==> src/rtl/spi_bus_arbiter.sv <==
// spi_bus_arbiter: round-robin sharing of one SPI byte engine between NUM_REQ requesters,
// with per-device chip selects and a guaranteed cs-high gap between transactions.
module spi_bus_arbiter #(
    parameter int NUM_REQ = 2,
    parameter int CS_GAP  = 16
) (
    input  logic                   clk,
    input  logic                   rst,
    input  logic [NUM_REQ-1:0]     req,
    output logic [NUM_REQ-1:0]     gnt,
    input  logic [NUM_REQ-1:0]     byte_begin,
    input  logic [8*NUM_REQ-1:0]   byte_data,
    output logic [NUM_REQ-1:0]     byte_done,
    output logic [7:0]             rx_byte,
    output logic [NUM_REQ-1:0]     cs_n,
    output logic                   busy,
    output logic                   spi_tx_begin,
    output logic [7:0]             spi_tx_data,
    input  logic                   spi_tx_end,
    input  logic [7:0]             spi_rx_data
);
    localparam int OW = $clog2(NUM_REQ);
    localparam int GW = $clog2(CS_GAP + 1);
    localparam logic [1:0] IDLE = 2'd0;
    localparam logic [1:0] OWN  = 2'd1;
    localparam logic [1:0] XFER = 2'd2;
    localparam logic [1:0] GAP  = 2'd3;
    localparam logic [GW-1:0] GAP_LAST = GW'(CS_GAP - 1);

    logic [1:0]         state_q, state_d;
    logic [NUM_REQ-1:0] gnt_q, gnt_d, cs_n_q, cs_n_d, done_q, done_d;
    logic [7:0]         rx_q, rx_d, txd_q, txd_d;
    logic               txb_q, txb_d, busy_q;
    logic [GW-1:0]      gap_q, gap_d;
    logic [OW-1:0]      rr_q, rr_d, own_q, own_d, win;
    logic               found;

    // First requester strictly after the last winner, wrapping around.
    always_comb begin
        win   = rr_q;
        found = 1'b0;
        for (int k = 1; k <= NUM_REQ; k++) begin
            if (!found && req[(int'(rr_q) + k) % NUM_REQ]) begin
                win   = OW'((int'(rr_q) + k) % NUM_REQ);
                found = 1'b1;
            end
        end
    end

    always_comb begin
        state_d = state_q;
        gnt_d   = gnt_q;
        cs_n_d  = cs_n_q;
        done_d  = '0;
        rx_d    = rx_q;
        txd_d   = txd_q;
        txb_d   = 1'b0;
        gap_d   = gap_q;
        rr_d    = rr_q;
        own_d   = own_q;
        case (state_q)
            IDLE: if (found) begin
                state_d = OWN;
                gnt_d   = NUM_REQ'(1) << win;
                cs_n_d  = ~(NUM_REQ'(1) << win);
                own_d   = win;
                rr_d    = win;
            end
            OWN: if (byte_begin[own_q]) begin
                txd_d   = byte_data[8*own_q +: 8];
                txb_d   = 1'b1;
                state_d = XFER;
            end else if (!req[own_q]) begin
                state_d = GAP;
                gnt_d   = '0;
                cs_n_d  = '1;
                gap_d   = '0;
            end
            XFER: if (spi_tx_end) begin
                rx_d          = spi_rx_data;
                done_d[own_q] = 1'b1;
                state_d       = OWN;
            end
            default: begin
                state_d = (gap_q == GAP_LAST) ? IDLE : GAP;
                gap_d   = (gap_q == GAP_LAST) ? '0 : gap_q + 1'b1;
            end
        endcase
    end

    always_ff @(posedge clk or posedge rst) begin
        if (rst) begin
            state_q <= IDLE;
            gnt_q   <= '0;
            cs_n_q  <= '1;
            done_q  <= '0;
            rx_q    <= '0;
            txd_q   <= '0;
            txb_q   <= 1'b0;
            busy_q  <= 1'b0;
            gap_q   <= '0;
            rr_q    <= OW'(NUM_REQ - 1);
            own_q   <= '0;
        end else begin
            state_q <= state_d;
            gnt_q   <= gnt_d;
            cs_n_q  <= cs_n_d;
            done_q  <= done_d;
            rx_q    <= rx_d;
            txd_q   <= txd_d;
            txb_q   <= txb_d;
            busy_q  <= (state_d != IDLE);
            gap_q   <= gap_d;
            rr_q    <= rr_d;
            own_q   <= own_d;
        end
    end

    assign gnt          = gnt_q;
    assign cs_n         = cs_n_q;
    assign byte_done    = done_q;
    assign rx_byte      = rx_q;
    assign busy         = busy_q;
    assign spi_tx_begin = txb_q;
    assign spi_tx_data  = txd_q;

    a_gnt_onehot: assert property (@(posedge clk) disable iff (rst) $onehot0(gnt_q));
    a_cs_match:   assert property (@(posedge clk) disable iff (rst) cs_n_q == ~gnt_q);
endmodule

==> config.mk <==
export PLATFORM = sky130hd
export DESIGN_NAME = spi_bus_arbiter
export DESIGN_NICKNAME = d
export VERILOG_FILES = /design/src/rtl/spi_bus_arbiter.sv
export SDC_FILE = /design/constraint.sdc
export NUM_CORES = 1
export LEC_CHECK = 0
export CAP_MARGIN = 20
export CORE_AREA = 2 2 65 67
export CTS_CLUSTER_DIAMETER = 60
export DETAILED_ROUTE_END_ITERATION = 16
export DIE_AREA = 0 0 67 69
export PLACE_DENSITY_LB_ADDON = 0.1
export SLEW_MARGIN = 0
export SYNTH_ARGS = -nofsm -noshare
export SYNTH_HDL_FRONTEND = slang
export SYNTH_SLANG_ARGS = --single-unit
==> constraint.sdc <==
create_clock -name clk -period 1.8 [get_ports clk]
set_input_delay 0.18 -clock clk [delete_from_list [all_inputs] [get_ports clk]]
set_output_delay 0.18 -clock clk [all_outputs]
set_load 0.01 [all_outputs]
Word level (Yosys, flattened, before mapping)
Index checks and enable logic that the tools add are counted.

word-level totals
  register bits = 33
  output and inout port bits = 24
  logic and storage cells = 80
  bits of input ports = 31

cells by class
  add/subtract/negate cells = 3
  bitwise gates (word level) = 4
  order comparisons = 4
  mux-type cells = 38
  shift-type cells = 2
  equality and inequality tests = 6
  reduce and logical (&&, ||, !) cells = 12

operator list
  kind                                                                          number
  2-bit two-way mux                                                             13
  1-bit two-way mux                                                             17
  16-bit by 5-bit variable part select with 8-bit output                        1
  5-bit two-way mux                                                             3
  5-bit one-hot mux with 2 select lines                                         1
  2-bit one-hot mux with 2 select lines                                         2
  2-bit by 3-bit less-than comparator with 1-bit output, second input constant  2
  2-bit != test, second input constant                                          3
  2-bit one-hot mux with 3 select lines                                         1
  2-bit AND reduction                                                           3
  5-bit by 1-bit adder with 5-bit output, second input constant                 1
  5-bit by 4-bit == test with 1-bit output, second input constant               1
  4-bit AND reduction                                                           1
  2-bit nonzero test                                                            2
  3-bit AND reduction                                                           1
  1-bit adder, second input constant                                            2
  1-bit bitwise AND, first input constant                                       2
  2-bit by 1-bit == test with 1-bit output, second input constant               1
  2-bit == test, second input constant                                          1
  1-bit logical AND                                                             2
  2-bit logical NOT                                                             1
  1-bit by 2-bit less-than comparator with 1-bit output, second input constant  1
  2-bit inverter                                                                1
  2-bit OR reduction                                                            1
  other kinds (5)                                                               5

Logic depth before layout (Yosys ltp)
  word-level depth = 13
  depth in mapped cells = 6
  depth with buffers taken out = 5

Worst setup path before layout
OpenSTA, ideal clock, no wires.

  kind = reg-to-reg
  from = register own_q
  to = register gap_q[2]
  slack = 0.310 ns
  arrival time = 1.369 ns
  data required time = 1.679 ns
  stages on the path, launching flop included = 6
  buffers on the path = 1
  period minus slack after synthesis = 1.490 ns
  setup time = 0.121 ns
  cells stage by stage = dfrtp_1 > buf_6 > mux2_4 > nor2b_1 > or2_1 > a22o_1

between the ends
  word-level cells in the longest chain between the ends = 4
  elaborated cells on any way between the ends = 7
  those cells by class = eq/ne (2); mux (4); reduce/logical (1)

RTL lines
  what                                                RTL line  text
  start, declared                                     35        logic [OW-1:0] rr_q, rr_d, own_q, own_d, win;
  start signal, assigned                              115       own_q <= own_d;
  1-bit two-way mux (on tied branches) (2 in series)  73, 69
  2-bit != test (no source line)                      n/a
  3-bit AND reduction (no source line) *              n/a
  end signal, assigned                                113       gap_q <= gap_d;
  end, declared                                       34        logic [GW-1:0] gap_q, gap_d;

Every way passes the cells marked *; elsewhere a longest branch is shown, timed or not. The select of a mux whose other input is x is not followed.
A chain may end at the register's enable or synchronous reset.

Final worst setup path
  from = register own_q
  to = register gnt_q[1] (netlist: gnt[1])

between the ends
  word-level cells in the longest chain between the ends = 4
  elaborated cells on any way between the ends = 7
  those cells by class = eq/ne (2); mux (4); reduce/logical (1)

RTL lines
  what                                                RTL line  text
  1-bit two-way mux (on tied branches) (2 in series)  73, 69
  2-bit != test (no source line)                      n/a
  4-bit AND reduction (no source line) *              n/a
  end signal, assigned                                106       gnt_q <= gnt_d;
  end, declared                                       31        logic [NUM_REQ-1:0] gnt_q, gnt_d, cs_n_q, cs_n_d, done_q, done_d;

Marks and branches as above.

==> metrics <==
status completed; Final Wtd Congestion 0.7892; global route hottest layer met2; WS Path Type reg -> reg; Synth Warn # 0; Worst-path clk slew 0.07 ns; Final Setup Violations 0; clock buffer count from CTS 5; Fin Clk Skew 0.006059 ns; Slew HR 67.09%; area share of the largest cell type after synthesis 50.42%; routed wire length per instance 13.28 um; antenna-violating nets left 0; dpl cells 235; Startpoint Class register; placed wire-length estimate 2384 um; Tcrit/Tclk final 88.15%; fin nets 224; number of synthesized flops with an enable pin 0; max-cap viol count 0; crit path time final 1.587 ns; Starting DRT DRC Count 57; syn nets 163; Global Route Usage Sum 14.93%; Seq cells post-synth 33; slowest CP cell dfrtp_1; largest net degree at the start of global routing 34; sequential area share after synthesis 55.71%; die height 69 um; Setup WS post-layout 0.2133 ns; max-slew violation count 0; Setup TNS 0 ns; syn avg cell area 11.37 um2; VDD IR max 966.8 uV; critical path, cell by cell mux2i_4 -> nor2_4 -> a2111o_1 -> a21o_1; Achievable Freq 630.3 MHz; Worst Path Arrival 1.76 ns; Hold WC Path Type in -> async; post-CTS sizing 0; H-tree levels 2; GR Util met1 18.64%; # clock sinks 33; Critical Path Sink Type register; global-route wire length before repair 5244 um; setup slack, reg-to-reg 0.21 ns; Ant. Diodes 0; Gate Count Post-Synth 131; Area Growth Syn to Fin 50.17%; die area 4623 um2; most frequent cells after synthesis dfrtp_1, nor2_1, a21oi_1; DIE WIDTH 67 um; PwrDens 1737 nW/um2; port bufs 54; total global routing overflow 0; layout cells sized above 1 15.03%; worst-margin pin slew 0.4921 ns; Synth area leaders dfrtp_1, mux2_2, mux2i_1; CTS Buffer Depth 2; Synth Flop Type dfrtp_1; Core Area 3914 um2; post-place setup slack 0.1371 ns; crit-path max FO 4; post-CTS setup buffer count 0; Core Rows 23; Post-Syn Area 1489 um2; initial antenna violation count 0; Initial Utilization 38.04%; drt drc 0; Synth async-reset ratio 100.0%; Pleak 0.9623 nW; final non-filler cell total 243; Routed WL 3226 um; clk root buf clkbuf_8; vias in the first global route 1,127; CTS tree yes; num ports 55; GRT met3 Usage 6.199%; most numerous cell in the Yosys netlist dfrtp_1; Fill cells 343; hold_buf cts 0; RSZ-0062 raised after global routing no; post-synth cell types 35; via count 1,221; clk_lat worst skew 0.29 ns; drt via density 5.025; cell taking the most area after synthesis dfrtp_1; GR Util met2 22.77%; Fin. Hold Viols 0; Req. time, crit path 1.98 ns; Initial DRT Pass Iterations 4; Largest stage delay, worst path 0.48 ns
==> worst max-delay path, delay by kind of cell, from the launching register on <==
kind	cells	cell delay, ns
AOI/OAI and AO/OA	2	0.60
DFF	1	0.48
muxes	1	0.33
and+or+nand+nor	1	0.06
==> where the power goes <==
part	switching (mW)	internal (mW)
clock	0.275	0.550
sequential	0.246	1.11
combinational	0.751	0.957
total	1.27	2.61
==> final timing paths <==
check	start	endpoint	cells after the start
worst max-delay path	own_q	gnt[1]	4
worst min-delay path	rst	rx_byte[6]	3
max in group asynchronous	rst	cs_n[0]	3
worst min register to register	cs_n[1]	cs_n[1]	2
min in group clk	cs_n[1]	cs_n[1]	2
worst max register to register	own_q	gnt[1]	4
==> layout make-up <==
class | count | area [um2] | share of cell area, %
flip-flops and latches | 33 | 829.5 | 37.10
multi-input cells | 89 | 613.1 | 27.42
repair buffers | 60 | 585.6 | 26.19
clock buffers | 5 | 68.82 | 3.078
clock inverters | 3 | 65.06 | 2.910
well taps | 50 | 62.56 | 2.798
inverters | 3 | 11.26 | 0.5036
==> state kept, by name, summed over array words and instances, names as in the netlist, 2 cells and up <==
signal       flops
byte_done        2
gnt              2
gap_q            5
spi_tx_data      8
cs_n             2
rx_byte          8
state_q          2
==> cells by family (layout without fill, tap and decap cells) <==
kind of cell	count (synthesis)	after routing	synth area share [%]
compound gates	30	30	12.44
buf+inv	9	71	3.109
simple gates	38	38	12.52
fa+ha+maj	1	1	0.8402
mux	20	20	15.38
flops	33	33	55.71
==> cells in the final DEF (no fill, tap or decap) <==
| master | netlist | final |
|---|---|---|
| a2111o_1 | 1 | 1 |
| a21o_1 | 3 | 3 |
| a21oi_1 | 12 | 12 |
| a22o_1 | 1 | 1 |
| a41oi_1 | 1 | 1 |
| buf_4 | 0 | 6 |
| bufinv_16 | 0 | 2 |
| clkbuf_8 | 0 | 5 |
| clkdlybuf4s50_1 | 0 | 54 |
| clkinv_2 | 0 | 1 |
| dfrtp_1 | 30 | 30 |
| dfstp_2 | 3 | 3 |
| ha_1 | 1 | 1 |
| inv_1 | 3 | 3 |
| mux2_2 | 9 | 9 |
| mux2_4 | 1 | 1 |
| mux2i_1 | 9 | 9 |
| mux2i_4 | 1 | 1 |
| nand2_1 | 8 | 8 |
| nand2b_1 | 4 | 4 |
| nand3_1 | 3 | 3 |
| nand3b_1 | 1 | 1 |
| nand4_1 | 1 | 1 |
| nand4b_1 | 1 | 1 |
| nor2_1 | 14 | 14 |
| nor2_4 | 1 | 1 |
| nor2b_1 | 1 | 1 |
| nor3_1 | 1 | 1 |
| nor4_1 | 1 | 1 |
| o211ai_1 | 1 | 1 |
| o21a_1 | 1 | 1 |
| o21ai_0 | 5 | 5 |
| o21ai_1 | 2 | 2 |
| o221ai_1 | 1 | 1 |
| o31ai_1 | 2 | 2 |
| or2_1 | 1 | 1 |
| or3_1 | 1 | 1 |
==> per-layer routing <==
layer | vias up | wire length (um)
met1 | 579 | 1390
met2 | 49 | 1547
met5 | - | 0
li1 | 585 | -
met4 | 0 | 75
met3 | 8 | 213
==> stage by stage <==
step	hold slack (ns)	area [um2]	total power, mW	utilization [%]
finish	0.2698	2236	3.885	57.13
global route	0.3254	2236	4.151	57.13
CTS	0.2801	2236	3.932	57.13
detailed placement	0.4535	2102	3.084	53.71
global placement	0.4625	2102	3.043	53.71
floorplan	0.3058	1489	2.328	-
Power figures use the tool's default switching activity.
